File: src/rtl/pipeline_hazard_ctrl_if.sv
// Bundles the hazard controller's pipeline-side inputs and the stage
// enable/flush/status outputs. The master drives inputs; the slave (controller) drives outputs.
interface pipeline_hazard_ctrl_if #(
  parameter int unsigned CNT_W = 32
);
  logic [4:0]       ifid_rn;
  logic [4:0]       ifid_rm;
  logic             ifid_uses_rm;
  logic [4:0]       idex_rd;
  logic             idex_memtoreg;
  logic             br_taken;
  logic             exmem_memacc;
  logic             mem_ready;

  logic             pc_enable;
  logic             ifid_enable;
  logic             idex_enable;
  logic             exmem_enable;
  logic             memwr_enable;
  logic             ifid_flush;
  logic             idex_flush;
  logic             halted;
  logic [CNT_W-1:0] stall_count;
  logic [CNT_W-1:0] flush_count;

  modport master (
    output ifid_rn, ifid_rm, ifid_uses_rm, idex_rd, idex_memtoreg,
           br_taken, exmem_memacc, mem_ready,
    input  pc_enable, ifid_enable, idex_enable, exmem_enable, memwr_enable,
           ifid_flush, idex_flush, halted, stall_count, flush_count
  );

  modport slave (
    input  ifid_rn, ifid_rm, ifid_uses_rm, idex_rd, idex_memtoreg,
           br_taken, exmem_memacc, mem_ready,
    output pc_enable, ifid_enable, idex_enable, exmem_enable, memwr_enable,
           ifid_flush, idex_flush, halted, stall_count, flush_count
  );
endinterface

File: src/rtl/pipeline_hazard_ctrl.sv
// Hazard controller for the 5-stage CPU: stage enables/bubbles for load-use,
// taken-branch and data-memory waits, timeout halt and saturating perf counters.
module pipeline_hazard_ctrl #(
  parameter int unsigned MEM_TIMEOUT = 16,
  parameter int unsigned CNT_W       = 32
) (
  input  logic                  clk,
  input  logic                  reset,
  pipeline_hazard_ctrl_if.slave bus
);

  localparam int unsigned WW = $clog2(MEM_TIMEOUT + 1);
  localparam logic [WW-1:0] TMO = WW'(MEM_TIMEOUT);

  localparam logic [1:0] RUN      = 2'd0;
  localparam logic [1:0] MEM_WAIT = 2'd1;
  localparam logic [1:0] HALT     = 2'd2;

  logic [1:0]       state_q, state_d;
  logic [WW-1:0]    wcnt_q, wcnt_d;
  logic [CNT_W-1:0] stall_q, stall_d;
  logic [CNT_W-1:0] flush_q, flush_d;

  logic freeze;
  logic lu;
  logic stall_evt;
  logic flush_evt;
  logic [4:0] en;   // {pc, ifid, idex, exmem, memwr}
  logic ifid_fl;
  logic idex_fl;

  always_comb begin
    freeze = ((state_q == RUN) || (state_q == MEM_WAIT)) &&
             bus.exmem_memacc && !bus.mem_ready;
    lu     = bus.idex_memtoreg && (bus.idex_rd != 5'd31) &&
             ((bus.idex_rd == bus.ifid_rn) ||
              (bus.ifid_uses_rm && (bus.idex_rd == bus.ifid_rm)));
  end

  always_comb begin
    en        = '0;
    ifid_fl   = 1'b0;
    idex_fl   = 1'b0;
    stall_evt = 1'b0;
    flush_evt = 1'b0;
    if (reset || (state_q == HALT)) begin
      en = '0;
    end else if (freeze) begin
      // EX is held, so any br_taken now is seen again after release.
      stall_evt = 1'b1;
    end else if (bus.br_taken) begin
      en        = '1;
      ifid_fl   = 1'b1;
      idex_fl   = 1'b1;
      flush_evt = 1'b1;
    end else if (lu) begin
      en        = 5'b00111;
      idex_fl   = 1'b1;
      stall_evt = 1'b1;
    end else begin
      en = '1;
    end
  end

  always_comb begin
    state_d = state_q;
    wcnt_d  = wcnt_q;
    case (state_q)
      RUN: begin
        if (freeze) begin
          state_d = MEM_WAIT;
          wcnt_d  = '0;
        end
      end
      MEM_WAIT: begin
        if (!freeze) begin
          state_d = RUN;
        end else begin
          wcnt_d = wcnt_q + 1'b1;
          if (wcnt_d == TMO) begin
            state_d = HALT;
          end
        end
      end
      HALT:    state_d = HALT;
      default: state_d = RUN;
    endcase
  end

  always_comb begin
    stall_d = stall_q;
    flush_d = flush_q;
    if (stall_evt && (stall_q != '1)) begin
      stall_d = stall_q + 1'b1;
    end
    if (flush_evt && (flush_q != '1)) begin
      flush_d = flush_q + 1'b1;
    end
  end

  always_ff @(posedge clk) begin
    if (reset) begin
      state_q <= RUN;
      wcnt_q  <= '0;
      stall_q <= '0;
      flush_q <= '0;
    end else begin
      state_q <= state_d;
      wcnt_q  <= wcnt_d;
      stall_q <= stall_d;
      flush_q <= flush_d;
    end
  end

  assign bus.pc_enable    = en[4];
  assign bus.ifid_enable  = en[3];
  assign bus.idex_enable  = en[2];
  assign bus.exmem_enable = en[1];
  assign bus.memwr_enable = en[0];
  assign bus.ifid_flush   = ifid_fl;
  assign bus.idex_flush   = idex_fl;
  assign bus.halted       = (state_q == HALT);
  assign bus.stall_count  = stall_q;
  assign bus.flush_count  = flush_q;

endmodule
File: src/flat_wrapper.sv
// flat-port wrapper written by rule: the top's interface ports become plain ports
module pipeline_hazard_ctrl_flat 
#(
  parameter int unsigned MEM_TIMEOUT = 16,
  parameter int unsigned CNT_W       = 32
)
  (clk, reset, bus_ifid_rn, bus_ifid_rm, bus_ifid_uses_rm, bus_idex_rd, bus_idex_memtoreg, bus_br_taken, bus_exmem_memacc, bus_mem_ready, bus_pc_enable, bus_ifid_enable, bus_idex_enable, bus_exmem_enable, bus_memwr_enable, bus_ifid_flush, bus_idex_flush, bus_halted, bus_stall_count, bus_flush_count);
  pipeline_hazard_ctrl_if #(.CNT_W(CNT_W)) bus_i ();
  input  logic clk;
  input  logic reset;
  input wire logic [$bits(bus_i.ifid_rn)-1:0] bus_ifid_rn;
  input wire logic [$bits(bus_i.ifid_rm)-1:0] bus_ifid_rm;
  input wire logic [$bits(bus_i.ifid_uses_rm)-1:0] bus_ifid_uses_rm;
  input wire logic [$bits(bus_i.idex_rd)-1:0] bus_idex_rd;
  input wire logic [$bits(bus_i.idex_memtoreg)-1:0] bus_idex_memtoreg;
  input wire logic [$bits(bus_i.br_taken)-1:0] bus_br_taken;
  input wire logic [$bits(bus_i.exmem_memacc)-1:0] bus_exmem_memacc;
  input wire logic [$bits(bus_i.mem_ready)-1:0] bus_mem_ready;
  output wire logic [$bits(bus_i.pc_enable)-1:0] bus_pc_enable;
  output wire logic [$bits(bus_i.ifid_enable)-1:0] bus_ifid_enable;
  output wire logic [$bits(bus_i.idex_enable)-1:0] bus_idex_enable;
  output wire logic [$bits(bus_i.exmem_enable)-1:0] bus_exmem_enable;
  output wire logic [$bits(bus_i.memwr_enable)-1:0] bus_memwr_enable;
  output wire logic [$bits(bus_i.ifid_flush)-1:0] bus_ifid_flush;
  output wire logic [$bits(bus_i.idex_flush)-1:0] bus_idex_flush;
  output wire logic [$bits(bus_i.halted)-1:0] bus_halted;
  output wire logic [$bits(bus_i.stall_count)-1:0] bus_stall_count;
  output wire logic [$bits(bus_i.flush_count)-1:0] bus_flush_count;
  assign bus_i.ifid_rn = bus_ifid_rn;
  assign bus_i.ifid_rm = bus_ifid_rm;
  assign bus_i.ifid_uses_rm = bus_ifid_uses_rm;
  assign bus_i.idex_rd = bus_idex_rd;
  assign bus_i.idex_memtoreg = bus_idex_memtoreg;
  assign bus_i.br_taken = bus_br_taken;
  assign bus_i.exmem_memacc = bus_exmem_memacc;
  assign bus_i.mem_ready = bus_mem_ready;
  assign bus_pc_enable = bus_i.pc_enable;
  assign bus_ifid_enable = bus_i.ifid_enable;
  assign bus_idex_enable = bus_i.idex_enable;
  assign bus_exmem_enable = bus_i.exmem_enable;
  assign bus_memwr_enable = bus_i.memwr_enable;
  assign bus_ifid_flush = bus_i.ifid_flush;
  assign bus_idex_flush = bus_i.idex_flush;
  assign bus_halted = bus_i.halted;
  assign bus_stall_count = bus_i.stall_count;
  assign bus_flush_count = bus_i.flush_count;
  pipeline_hazard_ctrl #(.MEM_TIMEOUT(MEM_TIMEOUT), .CNT_W(CNT_W)) u_core (.clk(clk), .reset(reset), .bus(bus_i));
endmodule
File: config.mk
export PLATFORM = sky130hd
export DESIGN_NAME = pipeline_hazard_ctrl_flat
export DESIGN_NICKNAME = d
export VERILOG_FILES = /design/src/rtl/pipeline_hazard_ctrl_if.sv /design/src/rtl/pipeline_hazard_ctrl.sv /design/src/flat_wrapper.sv
export SDC_FILE = /design/constraint.sdc
export NUM_CORES = 1
export LEC_CHECK = 0
export ABC_AREA = 1
export CORE_MARGIN = 5
export CORE_UTILIZATION = 55
export CTS_CLUSTER_DIAMETER = 200
export DETAILED_ROUTE_END_ITERATION = 10
export PLACE_DENSITY = 0.84
export SLEW_MARGIN = 30
export SYNTH_ARGS = -nofsm -noshare
export SYNTH_HDL_FRONTEND = slang
export SYNTH_SLANG_ARGS = --single-unit
export TNS_END_PERCENT = 50
File: constraint.sdc
create_clock -name clk -period 4.7 [get_ports clk]
set_clock_uncertainty 0.2 [all_clocks]
set_input_delay 0.47 -clock clk [delete_from_list [all_inputs] [get_ports clk]]
set_output_delay 0.47 -clock clk [all_outputs]
set_load 0.005 [all_outputs]
==> flow_summary.yaml <==
final_layout:
  drive_gt1_frac: 0.07845
  antennaDiodeCount: 0
  final_area_um2: 5902
  nets: 876
  area_growth_pct: 21.67
timing:
  setup_viol: 0
  setup_tns_ns: 0
  slew_viol_final: 0
  achievable-frequency_mhz: 337.7
  slew_headroom: 0.5377
  setup_ws_ns: 1.739
  rsz0062_at_grt: "no"
  fin_crit_ns: 2.961
  tightest_slew_ns: 0.6935
  hold_viol: 0
  timing.final.crit_share: 0.6300
floorplanning:
  initial_utilization: 0.5590
  dieArea_um2: 10800
  die_width_um: 103.9
  top_level_ports: 94
  rows: 34
  die_h_um: 103.9
  design.core.area_um2: 8678
clocking:
  cts_sinks: 71
  cts_root_buf: "clkbuf_8"
  tritoncts: "built"
  cts_resized: 0
  htreeDepth: 3
  clk_pin_slew_ns: 0.07
  ctsHoldBuffers: 0
  cts_made_buffers: 9
  postCtsSetupBuffers: 0
  cts.path.max_buffers: 2
  clock_latency_ns: 0.35
routing:
  vias_per_cell: 5.404
  top_layer: "met4"
  dr.pass1.iters: 5
  wl_met2_um: 6723
  antenna_left: 0
  wl_met3_um: 979
  wire_per_inst_um: 14.49
  drc: 0
  drt_iter0_markers: 324
  wl_um: 13940
  vias: 5199
  drt-met1-wl_um: 6007
placed_design:
  place_ws_ns: 1.825
  portBuffers: 93
  post-dp-hpwl_um: 10280
  gp_congestion: 0.9177
  place_area_um2: 5739
global_route:
  grt_start_max_net_pins: 58
  antenna_found_initial: 0
  grt_pass1_wl_um: 23480
  grt_overflow_total: 0
  track_usage: 0.2530
  grt_pass1_vias: 5025
synth:
  synth-edff-count: 0
  synth_area_leader_cell: "dfxtp_1"
  yosys-top-cells-area: "dfxtp_1 29%, nand2_1 19%, nor2_1 7.9%, inv_1 6.2%, xor2_1 5.1%"
  syn_avg_cell_area_um2: 6.284
  synth_common_cells: "247 x nand2_1, 102 x nor2_1, 80 x inv_1"
  synth-warning-count: 0
  ys_ff_latch: 71
  synth-seq-area-share: 0.2930
  synthFlopType: "dfxtp_1"
  synth_area_um2: 4851
  yosysMostFrequentCell: "nand2_1"
  syn_inst: 772
  netlist.area_leader.share: 0.2930
  synth-async-reset-ratio: 0
  yosysUniqueCellTypes: 39
  syn-num-nets: 797
run:
  max_cap_viol_count: 0
pwr:
  power.density_nw_per_um2: 194.4
  ir_worst_vdd_mv: 0.1249
  leakage_nw: 2.148
critical_path:
  arrival_ns: 2.29
  cp_max_fo: 47
  crit_required_ns: 4.03
  startpoint_type: "flop"
  crit_type: "reg2out"
  worstSetupEndpointType: "output port"
run_status:
  status: "finished, final reports clean"
worst_hold_path:
  min-delay-path-class: "reg2reg"
## cells in the final DEF, fill, tap and decap left out, types with 2 or more instances in the layout
cell	synthesis	layout
clkbuf_8	0	10
buf_4	6	2
nor2_1	102	101
inv_1	80	80
a21oi_2	9	9
dfxtp_1	71	71
xnor2_1	11	11
nor3b_1	2	2
nand2_2	8	8
nor3_1	19	19
nor2_4	2	3
xor2_1	28	28
nand2_4	3	3
nor2_2	7	7
clkdlybuf4s50_1	0	92
nand4_1	38	38
ha_1	3	3
inv_2	10	10
nand3_1	34	34
o21ai_0	8	8
nand2_1	247	247
a21oi_1	40	40
nand3_4	2	2
nand3b_1	4	4
nor3_2	5	5
nand3_2	2	2
## logic make-up (layout without fill, tap and decap cells)
family / Yosys count / count (layout) / synth area share
adders and majority gates: 3 / 3 / 0.007739
DFF: 71 / 71 / 0.2930
and+or+nand+nor: 478 / 478 / 0.4424
buffers and inverters: 118 / 200 / 0.1112
AOI/OAI and AO/OA: 63 / 63 / 0.07532
xor gates and xnor gates: 39 / 39 / 0.07042
## layout make-up
type,instances,area (um2)
fillers,823,2776
flip-flops and latches,71,1421
inverters,91,344.1
clock inverters,3,21.27
multi-input cells,583,2898
well taps,108,135.1
repair buffers,95,940.9
clock buffers,11,141.4
## per-layer routing
layer / up-vias / global-route usage
li1: 2595 / -
met1: 2397 / 0.3287
met2: 189 / 0.4235
met3: 18 / 0.05090
met4: 0 / 0.07493
met5: - / 0
## where the power goes
part           internal [mW]  switching [mW]
clock                  0.201           0.234
sequential             0.604         0.00363
combinational         0.0400          0.0653
total                  0.844           0.303
## sequential cells by signal, indices dropped and copies added, names as in the netlist
register / flops
u_core.bus.flush_count: 32
u_core.bus.stall_count: 32
u_core.state_q: 2
u_core.wcnt_q: 5
## metrics by stage
stage	power [mW]	util	instances	hold WS (ns)
after floorplan	0.6885	-	772	0.2571
after global placement	0.7234	0.6613	948	0.2705
after detailed placement	0.7267	0.6613	948	0.2819
after CTS	1.155	0.6801	962	0.2922
after global routing	1.192	0.6801	962	0.3118
final	1.147	0.6801	962	0.2965
## worst max-delay path, cell delays in order (launching register included)
cell,delay (ns)
dfxtp_1,0.37
nor2_1,0.11
nor2_4,0.08
buf_4,0.43
nand2_1,0.19
inv_1,0.14
nand2_1,0.06
inv_1,0.06
clkdlybuf4s50_1,0.50
## path summary, 6_finish.rpt
kind	start	to	slack, ns	cells after the start
setup / recovery	u_core.state_q[0]$_SDFFE_PP0P_	bus_ifid_enable	1.74	8
hold / removal	u_core.wcnt_q[4]$_SDFFE_PP0P_	u_core.wcnt_q[4]$_SDFFE_PP0P_	0.30	2
setup reg to reg	u_core.bus.flush_count[1]$_SDFFE_PP0P_	u_core.bus.flush_count[14]$_SDFFE_PP0P_	2.10	11
hold reg to reg	u_core.wcnt_q[4]$_SDFFE_PP0P_	u_core.wcnt_q[4]$_SDFFE_PP0P_	0.30	2
No activity file was read; power rests on OpenSTA's default activity.
